===== config.mk =====
export PLATFORM = sky130hd
export DESIGN_NAME = multicycle_addsub
export DESIGN_NICKNAME = d
export VERILOG_FILES = /design/src/rtl/multicycle_addsub.sv
export SDC_FILE = /design/constraint.sdc
export NUM_CORES = 1
export LEC_CHECK = 0
export ABC_AREA = 1
export CORE_MARGIN = 10
export CORE_UTILIZATION = 49
export DETAILED_ROUTE_END_ITERATION = 8
export PLACE_DENSITY_LB_ADDON = 0.08
export SYNTH_ARGS = -nofsm -noshare
export SYNTH_HDL_FRONTEND = slang
export SYNTH_SLANG_ARGS = --single-unit
export TNS_END_PERCENT = 20

===== constraint.sdc =====
create_clock -name Clk -period 3.2 [get_ports Clk]
set_input_delay 0.48 -clock Clk [delete_from_list [all_inputs] [get_ports Clk]]
set_output_delay 0.48 -clock Clk [all_outputs]
set_load 0.1 [all_outputs]

===== src/rtl/multicycle_addsub.sv =====
// multicycle_addsub: adds or subtracts WIDTH-bit operands CHUNK bits per clock, with the carry held in a register between chunks
module multicycle_addsub #(
  parameter int WIDTH = 32,
  parameter int CHUNK = 8
) (
  input  logic             Clk,
  input  logic             Reset,
  input  logic             Start,
  input  logic             Sub,
  input  logic [WIDTH-1:0] A,
  input  logic [WIDTH-1:0] B,
  input  logic             Cin,
  output logic             Busy,
  output logic             Done,
  output logic [WIDTH-1:0] Sum,
  output logic             Cout,
  output logic             Overflow,
  output logic             Zero
);
  localparam int N  = WIDTH / CHUNK;
  localparam int KW = N > 1 ? $clog2(N) : 1;
  typedef enum logic [1:0] {IDLE, RUN, DONE} state_t;
  state_t           state_q, state_d;
  logic [KW-1:0]    k_q, k_d;
  logic [WIDTH-1:0] a_q, a_d, b_q, b_d, acc_q, acc_d, sum_q, sum_d;
  logic             carry_q, carry_d, cout_q, cout_d, ovf_q, ovf_d, zero_q, zero_d;
  logic [CHUNK-1:0] a_c, b_c, s_c;
  logic             c_o, c_msb, last;
  always_comb begin
    a_c          = a_q[k_q*CHUNK +: CHUNK];
    b_c          = b_q[k_q*CHUNK +: CHUNK];
    {c_o, s_c}   = {1'b0, a_c} + {1'b0, b_c} + (CHUNK+1)'(carry_q);
    // carry into the top bit recovered from the top sum bit and its operand bits
    c_msb        = s_c[CHUNK-1] ^ a_c[CHUNK-1] ^ b_c[CHUNK-1];
    last         = k_q == KW'(N-1);
    state_d      = state_q;
    k_d          = k_q;
    a_d          = a_q;
    b_d          = b_q;
    acc_d        = acc_q;
    carry_d      = carry_q;
    sum_d        = sum_q;
    cout_d       = cout_q;
    ovf_d        = ovf_q;
    zero_d       = zero_q;
    case (state_q)
      IDLE: if (Start) begin
        state_d = RUN;
        a_d     = A;
        b_d     = B ^ {WIDTH{Sub}};
        carry_d = Cin ^ Sub;
        acc_d   = '0;
        k_d     = '0;
      end
      RUN: begin
        acc_d[k_q*CHUNK +: CHUNK] = s_c;
        carry_d = c_o;
        k_d     = last ? '0 : k_q + KW'(1);
        if (last) begin
          state_d = DONE;
          sum_d   = acc_d;
          cout_d  = c_o;
          ovf_d   = c_msb ^ c_o;
          zero_d  = acc_d == '0;
        end
      end
      default: state_d = IDLE;
    endcase
  end
  always_ff @(posedge Clk) begin
    if (Reset) begin
      state_q <= IDLE;
      k_q     <= '0;
      a_q     <= '0;
      b_q     <= '0;
      acc_q   <= '0;
      carry_q <= 1'b0;
      sum_q   <= '0;
      cout_q  <= 1'b0;
      ovf_q   <= 1'b0;
      zero_q  <= 1'b0;
    end else begin
      state_q <= state_d;
      k_q     <= k_d;
      a_q     <= a_d;
      b_q     <= b_d;
      acc_q   <= acc_d;
      carry_q <= carry_d;
      sum_q   <= sum_d;
      cout_q  <= cout_d;
      ovf_q   <= ovf_d;
      zero_q  <= zero_d;
    end
  end
  assign Busy     = state_q == RUN;
  assign Done     = state_q == DONE;
  assign Sum      = sum_q;
  assign Cout     = cout_q;
  assign Overflow = ovf_q;
  assign Zero     = zero_q;
endmodule


; After elaboration in Yosys (flattened, before gate mapping)
; Cells that the tools add are included.
[totals]
ff_bits = 136
input_bits = 69
output_inout_bits = 37
word_cells = 46
[classes]
addsub = 4
n_eq_ne = 5
n_shift = 4
muxes = 11
bitwise_logic = 5
n_reduce_logical = 7
[ops]
columns = operator, n
row1 = 32-bit case mux with 2 select lines, 1
row2 = 32-bit by 6-bit indexed part select with 8-bit output, 2
row3 = 5-bit negator with 34-bit output, 1
row4 = "8-bit by 34-bit variable shift with 32-bit output, first input constant", 1
row5 = 8-bit by 34-bit indexed part select with 32-bit output, 1
row6 = 32-bit bitwise mux, 1
row7 = 32-bit zero test, 1
row8 = 32-bit two-way mux, 1
row9 = 32-bit bitwise XOR, 1
row10 = 8-bit by 8-bit adder with 9-bit output, 1
row11 = 9-bit by 1-bit adder with 9-bit output, 1
row12 = 2-bit two-way mux, 4
row13 = 2-bit case mux with 2 select lines, 2
row14 = 2-bit AND reduction, 4
row15 = "2-bit == test, second input constant", 2
row16 = 1-bit bitwise XOR, 4
row17 = "2-bit by 1-bit adder with 2-bit output, second input constant", 1
row18 = "2-bit by 1-bit == test with 1-bit output, second input constant", 1
row19 = 2-bit zero test, 1
row20 = "2-bit by 1-bit inequality test with 1-bit output, second input constant", 1
row21 = "2-bit inequality test, second input constant", 1
row22 = 1-bit case mux with 2 select lines, 1
row23 = 2-bit nonzero test, 1
row24 = 1-bit two-way mux, 1

; Longest topological paths before layout
[depth]
depth_word = 6
depth_mapped = 23
mapped_depth_nobuf = 20

; Least setup slack after synthesis
; No wires, ideal clock.
[synth_path]
path_kind = reg2reg
startpoint = reg k_q[0]
endpoint = reg zero_q, in the netlist Zero
setup_time_ns = 0.067
arrival_ns = 3.126
required_ns = 3.133
slack_ns = 0.007
stages_incl_launch_ff = 20
path_buffers = 4
synth_period_minus_slack_ns = 3.193
cell_sequence = dfxtp_1 > buf_4 > buf_2 > clkbuf_1 > buf_2 > nor2_1 > o22ai_1 > fa_1 > inv_1 > fa_1 > nor2_1 > a22oi_1 > nand3_1 > nor2_1 > nand2_1 > nor2_1 > nand3_1 > nor2_1 > nand3_1 > a21oi_2
[synth_between]
elab_chain_len = 6
word_cells_on_any_way = 11
classes_between = add/sub (3) / eq/ne (1) / shift (4) / mux (1) / reduce/logical (2)
[synth_rtl]
columns = item, line_no
row1 = start: declaration, 24  ; logic [KW-1:0] k_q, k_d;
row2 = start signal: assignment, 84  ; k_q <= k_d;
row3 = "32-bit by 6-bit indexed part select with 8-bit output, on equally long branches", "30, 31"
row4 = 8-bit by 8-bit adder with 9-bit output, 32  ; {c_o, s_c} = {1'b0, a_c} + {1'b0, b_c} + (CHUNK+1)'(carry_q);
row5 = 9-bit by 1-bit adder with 9-bit output, 32
row6 = 8-bit by 34-bit indexed part select with 32-bit output, 56  ; acc_d[k_q*CHUNK +: CHUNK] = s_c;
row7 = 32-bit bitwise mux, 56
row8 = 32-bit zero test, 64  ; zero_d = acc_d == '0;
row9 = end signal: assignment, 92  ; zero_q <= zero_d;
row10 = end: declaration, 26  ; logic carry_q, carry_d, cout_q, cout_d, ovf_q, ovf_d, zero_q, zero_d;
; Parallel ways exist; a longest one is shown, timed or not.
; A chain may end at the register's enable or synchronous reset.

; Worst setup path in the final report
; Ends and elaborated chain as after synthesis.

==> out/results.ini <==
[cells_and_area]
nets=1085
area_delta_synth_final_pct=26.82
fillers=1277
antenna_cells=0
seq_area_sq_um=2723
multiInputGateArea_sq_um=3368
drive_gt1_share_pct=11.44

[global_route]
grt_max_degree=78
antenna_found_initial=0
use_met3_pct=5.786
grt-ovfl-total=0
grt_pass1_vias=5994
busiest_layer=met2
grt_pass1_wl_mm=29.77
gr-usage-met2_pct=35.57
use_met1_pct=22.42
grt_util_all_layers_pct=20.19

[yosys]
syn_area_sq_um=6516
synth_cell_types=36
yosys_register_bits=136
synthesis.nets=995
avgSynthCellArea_sq_um=7.153
synthTopCellsByArea=dfxtp_1 42%, nand2_1 11%, nor2_1 9.3%, o21ai_0 6.8%, nand3_1 4.7%
synth_top_area_cell=dfxtp_1
synth_warnings=0
yosysSeqAreaShare_pct=41.78
synth_top_area_share_pct=41.78
synth-async-reset-ratio_pct=0
synth_cells=911
ys.flop_type=dfxtp_1
synth_edf_count=0

[cts]
clkLatencyLatePin_ns=0.42
cts.path.max_buffers=2
cts_inserted_buffers=17
cts-root-buf=clkbuf_16
cts.sinks=136
clk_pin_slew_ns=0.06
cts_tree=yes
hold_buffers=0
cts_max_level=4

[sta]
clock-skew-final_ns=0.005711
finalMaxSlewViolations=0
fin_setup_tns_ns=0
rsz0062_at_grt=no
fin_crit_ns=2.954
setup_viol=0
setup_slack_ns=0.2459
tightest_slew_ns=0.9110
period_share_pct=92.32
slew_headroom_pct=39.26
finalHoldViolCount=0
max_freq_mhz=338.5

[floorplan]
die_h_um=135.3
ios=106
core_area_sq_um=13140
die_w_um=135.3
rows=42
die-area_sq_um=18310
initial_core_util_pct=49.60

[routing]
wl_mm=18.40
drc=0
drt-pass1-iter-count=8
vias=6133
drtIter0Drc=411
wire_per_inst_um=15.46
ant_nets=0
viasPerCell=5.154

[placed_design]
pre_cts_slack_ns=0.2343
hpwl_mm=13.38
globalplace.congestion=0.9344
port_buffers=105

[critical_path]
cp-start-kind=flip-flop
crit_type=flip-flop to flip-flop
timing.rr.end=Zero
required_ns=3.48
end_kind=flip-flop
rr_startpoint=k_q[0]
reg2reg_depth=18
rrSetupSlack_ns=0.25
cp.arrival_ns=3.23
crit_fanout=35

[pwr]
leakage_uw=0.003477
p_per_area_nw_per_um2=575.2
peakVddDrop_v=0.0004000

[worst_hold_path]
min_to=acc_q[1]
holdCritStartpoint=acc_q[1]
hold_depth=2
hp-class=flip-flop to flip-flop

[run_status]
status=complete, no violations

[run]
drv_cap=0

[worst max path at each step]
stage,start,end,cells past startpoint
6_report,k_q[0],Zero,18
5_1_grt,k_q[0],Zero,19
4_1_cts,k_q[0],Zero,18
3_5_place_dp,k_q[0],Zero,18
3_3_place_gp,k_q[0],Zero,18
2_1_floorplan,k_q[0],Zero,19
[cell families (layout without fill, tap and decap cells)]
family                   count (synthesis)  count (layout)  synth area share, %
flip-flops                             136             136                41.78
buffers and inverters                  112             215                6.682
AO/OA/AOI/OAI                          183             183                16.42
AND/OR/NAND/NOR                        430             430                27.30
XOR/XNOR                                35              35                4.704
adder cells (fa/ha/maj)                 15              15                3.111
[synthesized netlist by cell type (13+ instances only)]
| cell | n |
|---|---|
| a211oi_1 | 31 |
| xnor2_1 | 32 |
| o22ai_1 | 13 |
| dfxtp_1 | 136 |
| a21oi_1 | 36 |
| nand2_1 | 183 |
| ha_1 | 13 |
| nor2_1 | 162 |
| clkbuf_1 | 38 |
| o21ai_0 | 88 |
| inv_1 | 50 |
| nand3_1 | 61 |
[metal layers]
layer / vias to the layer above / share of wire [%]
met2: 164 / 50
met3: 33 / 4.9
met1: 2759 / 43
met4: 0 / 2.6
li1: 3177 / -
met5: - / 0
[final cells by class]
class                           instances  share of cell area [%]
Clock buffer                           24                   5.950
Timing Repair Buffer                  125                   13.63
Sequential cell                       136                   32.94
Clock inverter                          8                   1.423
Inverter                               58                   2.634
Tap cell                              176                   2.665
Multi-Input combinational cell        663                   40.76
[what timing repair did]
action / 4_1_cts / 5_1_grt
resized for setup: 0 / 6
endpoints found under the hold margin: 0 / 0
setup buffers: 0 / 0
endpoints found under the setup margin: 0 / 4
[critical path: stages, from the launching register on]
cell and delay [ns]:
dfxtp_1 0.43, inv_2 0.10, buf_8 0.19, o21ai_0 0.20
o22ai_1 0.13, ha_1 0.41, nand2_1 0.08, nand2_1 0.09
inv_2 0.06, nand2_2 0.07, nand2_1 0.05, nand2_1 0.15
nand3_1 0.11, o21ai_0 0.38, nor2_1 0.09, nand3_1 0.09
nor2_1 0.05, nand3_1 0.07, a21oi_2 0.05
[metrics by stage]
step	hold WS, ns	instance area (sq um)	cells	total power (uW)	utilization (%)
finish	0.4661	8264	1190	4753	62.90
global placement	0.4540	7630	1158	2756	58.08
global route	0.4854	8264	1190	4961	62.90
detailed placement	0.4592	7630	1158	2761	58.08
CTS	0.4677	8239	1190	4754	62.71
floorplan	0.4307	6516	911	2467	-
[state kept, by name, summed over array words and instances, names as in the netlist]
name and count:
Cout 1, Overflow 1, Sum 32, Zero 1, a_q 32, acc_q 32, b_q 32, carry_q 1
k_q 2, state_q 2
[cell usage in the layout, fill, tap and decap left out, drive strengths merged]
master,Yosys,final
a211oi,31,31
a21boi,1,1
a21oi,38,38
a22oi,2,2
a2bb2oi,4,4
a31oi,1,1
a32oi,2,2
buf,16,59
bufinv,0,3
clkbuf,38,24
clkdlybuf4s50,0,66
clkinv,1,6
clkinvlp,0,1
dfxtp,136,136
fa,2,2
ha,13,13
inv,57,56
nand2,188,188
nand3,62,62
nand4,9,9
nor2,168,168
nor3,1,1
o21a,1,1
o21ai,88,88
o22ai,15,15
or2,2,2
xnor2,32,32
xor2,3,3
[report_power, final]
group	switching, uW	total [uW]	internal, uW
logic	560	906	346
registers	52.0	1830	1780
clock network	715	2020	1300
total	1330	4750	3430
(Power assumes the default switching activity.)
